$ cat src/rtl/sseg_pkg.sv
// Shared constants and helpers for the seven-segment score counter.
package sseg_pkg;

   localparam int unsigned SSEG_NUM_W   = 14;
   localparam int unsigned SSEG_DIGITS  = 4;
   localparam int unsigned SSEG_MAX_DEC = 9999;

   // Value at which each non-rightmost digit becomes significant.
   localparam int unsigned SSEG_THR_10   = 10;
   localparam int unsigned SSEG_THR_100  = 100;
   localparam int unsigned SSEG_THR_1000 = 1000;

   typedef logic [SSEG_NUM_W-1:0]  sseg_num_t;
   typedef logic [SSEG_DIGITS-1:0] sseg_mask_t;

   // Clamp a raw value to an upper bound.
   function automatic sseg_num_t sseg_clamp(input sseg_num_t val, input sseg_num_t max_val);
      return (val > max_val) ? max_val : val;
   endfunction

endpackage

$ cat src/rtl/sseg_blank_gen.sv
// Leading-zero blanking: enables only the digits that carry significance.
module sseg_blank_gen
   import sseg_pkg::*;
(
   input  sseg_num_t  value_i,
   output sseg_mask_t dig_en_o
);

   // Rightmost digit always lit so zero still shows as "0".
   always_comb begin
      dig_en_o    = '0;
      dig_en_o[0] = 1'b1;
      dig_en_o[1] = (value_i >= SSEG_NUM_W'(SSEG_THR_10));
      dig_en_o[2] = (value_i >= SSEG_NUM_W'(SSEG_THR_100));
      dig_en_o[3] = (value_i >= SSEG_NUM_W'(SSEG_THR_1000));
   end

endmodule

$ cat src/rtl/sseg_score_counter.sv
// Saturating score counter feeding a 4-digit seven-segment controller.
// Optional feature: define SSEG_SCORE_BLINK_EN to blink the display while saturated.
module sseg_score_counter
   import sseg_pkg::*;
#(
   parameter int unsigned MAX       = 9999,
   parameter int unsigned BLINK_DIV = 25000000
) (
   input  logic        clk,
   input  logic        rst_n,
   input  logic        load_i,
   input  logic [13:0] load_val_i,
   input  logic        inc_i,
   input  logic        dec_i,
   input  logic [3:0]  step_i,
   input  logic        dp_we_i,
   input  logic [3:0]  dp_sel_i,
   input  logic        clr_sat_i,
   output logic [13:0] num_o,
   output logic [3:0]  dig_en_o,
   output logic [3:0]  dp_en_o,
   output logic        sat_o
);

   localparam sseg_num_t               MaxV  = SSEG_NUM_W'(MAX);
   localparam logic [SSEG_NUM_W:0]     MaxW  = (SSEG_NUM_W + 1)'(MAX);

   if (MAX < 1 || MAX > SSEG_MAX_DEC || BLINK_DIV < 2) begin : g_param_check
      $error("sseg_score_counter: MAX or BLINK_DIV out of range");
   end

   sseg_num_t             num_q, num_d;
   logic                  sat_q, sat_d;
   sseg_mask_t            dp_q, dp_d;
   sseg_mask_t            dig_en_q, dig_en_d;
   sseg_mask_t            blank_en;
   logic                  sat_set;
   logic [SSEG_NUM_W:0]   sum;
   logic signed [15:0]    diff;

   assign sum  = {1'b0, num_q} + {{(SSEG_NUM_W - 3){1'b0}}, step_i};
   assign diff = signed'({2'b00, num_q}) - signed'({12'd0, step_i});

   // Next value of num and the saturation event; load has priority over inc/dec.
   always_comb begin
      num_d   = num_q;
      sat_set = 1'b0;
      if (load_i) begin
         num_d = sseg_clamp(load_val_i, MaxV);
      end else if (inc_i && !dec_i) begin
         if (sum > MaxW) begin
            num_d   = MaxV;
            sat_set = 1'b1;
         end else begin
            num_d = sum[SSEG_NUM_W-1:0];
         end
      end else if (dec_i && !inc_i) begin
         if (diff < 0) begin
            num_d   = '0;
            sat_set = 1'b1;
         end else begin
            num_d = diff[SSEG_NUM_W-1:0];
         end
      end
   end

   // Sticky flag: a set on the same edge as a clear wins.
   always_comb begin
      sat_d = sat_q;
      if (sat_set) begin
         sat_d = 1'b1;
      end else if (clr_sat_i || load_i) begin
         sat_d = 1'b0;
      end
      dp_d = dp_we_i ? dp_sel_i : dp_q;
   end

   // Blanking is computed from num_d so the registered num and dig_en always agree.
   sseg_blank_gen u_blank_gen (
      .value_i  (num_d),
      .dig_en_o (blank_en)
   );

`ifdef SSEG_SCORE_BLINK_EN
   localparam int unsigned CntW = $clog2(BLINK_DIV);

   logic [CntW-1:0] blink_cnt_q, blink_cnt_d;
   logic            phase_on_q, phase_on_d;

   // Blink timebase restarts (phase on) whenever sat is, or is about to become, clear,
   // and on the edge that first sets sat so every period is a full BLINK_DIV cycles.
   always_comb begin
      blink_cnt_d = blink_cnt_q;
      phase_on_d  = phase_on_q;
      if (!sat_d || !sat_q) begin
         blink_cnt_d = '0;
         phase_on_d  = 1'b1;
      end else if (blink_cnt_q == CntW'(BLINK_DIV - 1)) begin
         blink_cnt_d = '0;
         phase_on_d  = ~phase_on_q;
      end else begin
         blink_cnt_d = blink_cnt_q + 1'b1;
      end
      dig_en_d = phase_on_d ? blank_en : '0;
   end

   // Blink timebase state.
   always_ff @(posedge clk or negedge rst_n) begin
      if (!rst_n) begin
         blink_cnt_q <= '0;
         phase_on_q  <= 1'b1;
      end else begin
         blink_cnt_q <= blink_cnt_d;
         phase_on_q  <= phase_on_d;
      end
   end
`else
   // No blinking: digit enables follow the blanking rule only.
   always_comb begin
      dig_en_d = blank_en;
   end
`endif

   // Registered value, flags and display enables.
   always_ff @(posedge clk or negedge rst_n) begin
      if (!rst_n) begin
         num_q    <= '0;
         sat_q    <= 1'b0;
         dp_q     <= '0;
         dig_en_q <= 4'b0001;
      end else begin
         num_q    <= num_d;
         sat_q    <= sat_d;
         dp_q     <= dp_d;
         dig_en_q <= dig_en_d;
      end
   end

   assign num_o    = num_q;
   assign dig_en_o = dig_en_q;
   assign dp_en_o  = dp_q;
   assign sat_o    = sat_q;

endmodule

$ cat config.mk
export PLATFORM = sky130hd
export DESIGN_NAME = sseg_score_counter
export DESIGN_NICKNAME = d
export VERILOG_FILES = /design/src/rtl/sseg_pkg.sv /design/src/rtl/sseg_blank_gen.sv /design/src/rtl/sseg_score_counter.sv
export SDC_FILE = /design/constraint.sdc
export NUM_CORES = 1
export LEC_CHECK = 0
export ABC_CLOCK_PERIOD_IN_PS = 3200
export BUFFER_PORTS_ARGS = -buffer_cell sky130_fd_sc_hd__buf_2
export CORE_ASPECT_RATIO = 1.1
export CORE_MARGIN = 2
export CORE_UTILIZATION = 49
export DETAILED_ROUTE_END_ITERATION = 12
export GPL_TIMING_DRIVEN = 1
export PLACE_DENSITY = 0.77
export SYNTH_ARGS = -nofsm -noshare
export SYNTH_HDL_FRONTEND = slang
export SYNTH_HIERARCHICAL = 1
export SYNTH_SLANG_ARGS = --single-unit
$ cat constraint.sdc
create_clock -name clk -period 3.2 [get_ports clk]
set_input_delay 0.32 -clock clk [delete_from_list [all_inputs] [get_ports clk]]
set_output_delay 0.32 -clock clk [all_outputs]
set_load 0.1 [all_outputs]
==> metrics.md <==
| Metric | Value |
|---|---|
| Status | finished, violations left |
| Failing checks | setup timing |
| Clk Latency, worst-skew pair | 0.26 ns |
| Top cell type's share of synthesized area | about a quarter |
| Diode count | 0 |
| H-tree depth | 1 |
| Gr usage total | a little over a quarter |
| Critical path peak fanout | 4 |
| I/O pin count | 52 |
| Count of final setup violators | 4 |
| Initial antenna violation count | 0 |
| Post-synthesis average cell area | just over 8 um^2 |
| Commonest non-fill, non-tap cell in the layout | buf_2 |
| Root Driver | clkbuf_8 |
| Flop pwr share | 27.7% |
| Max-slew headroom | 57.45% |
| Async SR Flop Fraction | between 90% and 100% |
| Max incr delay on CP | approximately 0.52 ns |
| Number of global-route vias before repair | approximately 2,100 |
| CTS tree | built |
| Clock Power Share | about an eighth |
| Non-Filler Instances | roughly 400 |
| Switch Pwr | just over 0.7 mW |
| Primary FF master, synth | dfrtp_1 |
| P&R area growth vs syn | 30.59% |
| Worst Skew | around 0.0046 ns |
| Static leakage | between 1 and 1.5 nW |
| Share of layout cells above drive strength 1 | approximately 40% |
| FF-to-FF path depth | 15 |
| Ys Warns | 6 |
| Clock tree buffer depth | 2 |
| Chip height | 73.63 um |
| Via count | between 2,000 and 2,500 |
| Syn nets | roughly 300 |
| Internal | 0.6740 mW |
| DRT Pass-1 Iters | 4 |
| Tmin final | 3.416 ns |
| Post-Place Cells | 383 |
| # DRC | 0 |
| Fill count | 382 |
| Post-CTS Hold Fix Bufs | 0 |
| Post-DRT Antenna Nets | 0 |
| IO buf count | slightly above 50 |
| Drt total wl | roughly 6300 um |
| Post-Synthesis Cells | between 200 and 300 |
| Starting DRT DRC Count | ~150 |
| PwrDens | approximately 500 nW/um^2 |
| Yosys top cell by area | dfrtp_1 |
| Fin worst setup slack | -0.2165 ns |
| Num CTS Buffers | 3 |
| Hold WC Path Type | input port to async pin |
| Worst-path clk slew | 0.08 ns |
| Synth cell types | 64 |
| Max Cap Viol | 0 |
| Most frequent cells in the layout | buf_2 (51), buf_4 (36), nor2_1 (25) |
| Synth top area cells | dfrtp_1 (25%), ha_1 (4.6%), nor2_1 (4.5%) |
| RSZ-0062 raised after global routing | true |
| Register bit total from synthesis | 23 |
| Gate power share | 59.2% |
| Total core area | 4254 um^2 |
| Final Hold Vio Count | 0 |
| Final Max Tran Viols | 0 |
| Total gr overflow | 0 |
| Vias/cell | slightly below 6 |
| Largest net degree at the start of global routing | 24 |
| Actual slew at the worst max-slew pin | 0.6283 ns |
| RePlAce Congestion | 1.017 |
| Slowest-stage cell, CP | dfrtp_4 |
| Startpoint Class | flop |
| Initial Util | 50.76% |
| First-pass GRT wire length | roughly 10,000 um |
| Critical-path cell list | inv_4, ha_4, inv_2, fa_2, a21o_1, a21o_1, or4_4, buf_4, buf_6, or4_4, o21ai_2, nand2b_1, a31oi_2, nand3_1, o21ai_1 |
| CTS sink cnt | 23 |
| FP Rows | 25 |
| Sw frac | 51.14% |
| Setup crit end kind | flop |
| Die W | 67.30 um |
| Peak Freq | 292.7 MHz |
| Part of the cycle the worst path needs | 106.8% |
| Register area | around 590 um^2 |
| CP required | between 3 and 4 ns |
| Crit path depth | 15 |
| DP Wirelength | roughly 5000 um |
| Delay-heaviest family, CP | simple AND/OR/NAND/NOR gates |
| Final net count | 380 |
| Die Footprint | ~5000 um^2 |
| VDD IR-drop max | approximately 0.33 mV |
| Kind of critical path | flop to flop |
| Routed wire length per instance | about 16 um |
| Mapped cell area | between 2000 and 2500 um^2 |
| EDFF count, synth | 0 |
| Multi-input gate area | between 1500 and 2000 um^2 |
| Crit path buf inv count | 4 |
| Sequential area share after synthesis | a little over a quarter |
| WP data arrival | about 3.6 ns |
| Setup Slack @ Placement | -0.1543 ns |
[through the flow]
stage	hold slack (ns)	utilization, %	instance area [um^2]	TNS [ns]	power, mW
after floorplan	0.02441	-	2216	-0.6248	0.9609
after global placement	0.3270	62.97	2679	-0.2207	1.161
after detailed placement	0.3299	62.97	2679	-0.4185	1.164
after CTS	0.03415	64.79	2756	-0.3571	1.355
after global routing	0.06674	66.29	2820	-1.079	1.453
final	0.01654	66.29	2820	-0.6570	1.379
[cells by family (layout without fill, tap and decap cells)]
logic type / after synthesis / in the layout / synth area share, %
flops: 23 / 23 / 26.71
compound gates: 70 / 70 / 22.83
xor+xnor: 11 / 11 / 4.462
mux: 8 / 8 / 4.055
other cells: 1 / 1 / 0.1736
fa+ha+maj: 12 / 12 / 7.416
simple gates: 107 / 107 / 27.64
buf+inv: 30 / 108 / 6.721
[power groups by stage]
stage	logic (mW)	clock network [mW]	registers, mW
floorplan	0.339	0	0.622
global placement	0.777	0	0.384
detailed placement	0.779	0	0.385
CTS	0.791	0.185	0.380
global route	0.870	0.195	0.388
finish	0.816	0.181	0.382
[layout make-up]
class	count	area share, %
inverter	16	2.218
multi-input combinational	209	53.86
timing repair buffer	88	19.03
clock buffer	3	1.464
sequential	23	20.85
tap	54	2.396
clock inverter	1	0.1775
[metal layers]
layer | wire length [um] | global-route usage [%] | up-vias
met5 | 0 | 0 | -
met4 | 176 | 9.297 | 0
met3 | 488 | 2.144 | 14
met2 | 2925 | 39.49 | 96
met1 | 2686 | 39.77 | 1091
li1 | - | - | 1119
[flip-flops by register name, summed over array words and instances (netlist names)]
signal,flops
num_o,14
dig_en_o,4
dp_en_o,4
sat_o,1
[synth_stat cells (all sizes together), types with 5 or more instances]
master,number
nor3,9
inv,16
dfrtp,22
buf,11
nand4,6
mux2,6
nor2b,6
ha,8
nand2,19
or4,5
o211ai,6
nor4,5
nand3,9
xnor2,8
nor2,27
o21ai,16
a21oi,13
[worst paths after layout]
check	start	end	slack [ns]
worst max-delay path	num_o[0]	dig_en_o[3]	-0.22
worst max register to register	num_o[0]	dig_en_o[3]	-0.22
worst min register to register	dp_en_o[3]	dp_en_o[3]	0.51
max in group asynchronous	rst_n	num_o[0]	2.78
min in group clk	dp_sel_i[0]	dp_en_o[0]	0.28
worst min-delay path	rst_n	num_o[11]	0.02
[timing repair]
item                       4_1_cts  5_1_grt
pin swaps                        1        3
resized for setup                2       11
buffers inserted                 3        5
setup endpoints to repair        4        7
No activity file was read; power rests on OpenSTA's default activity.
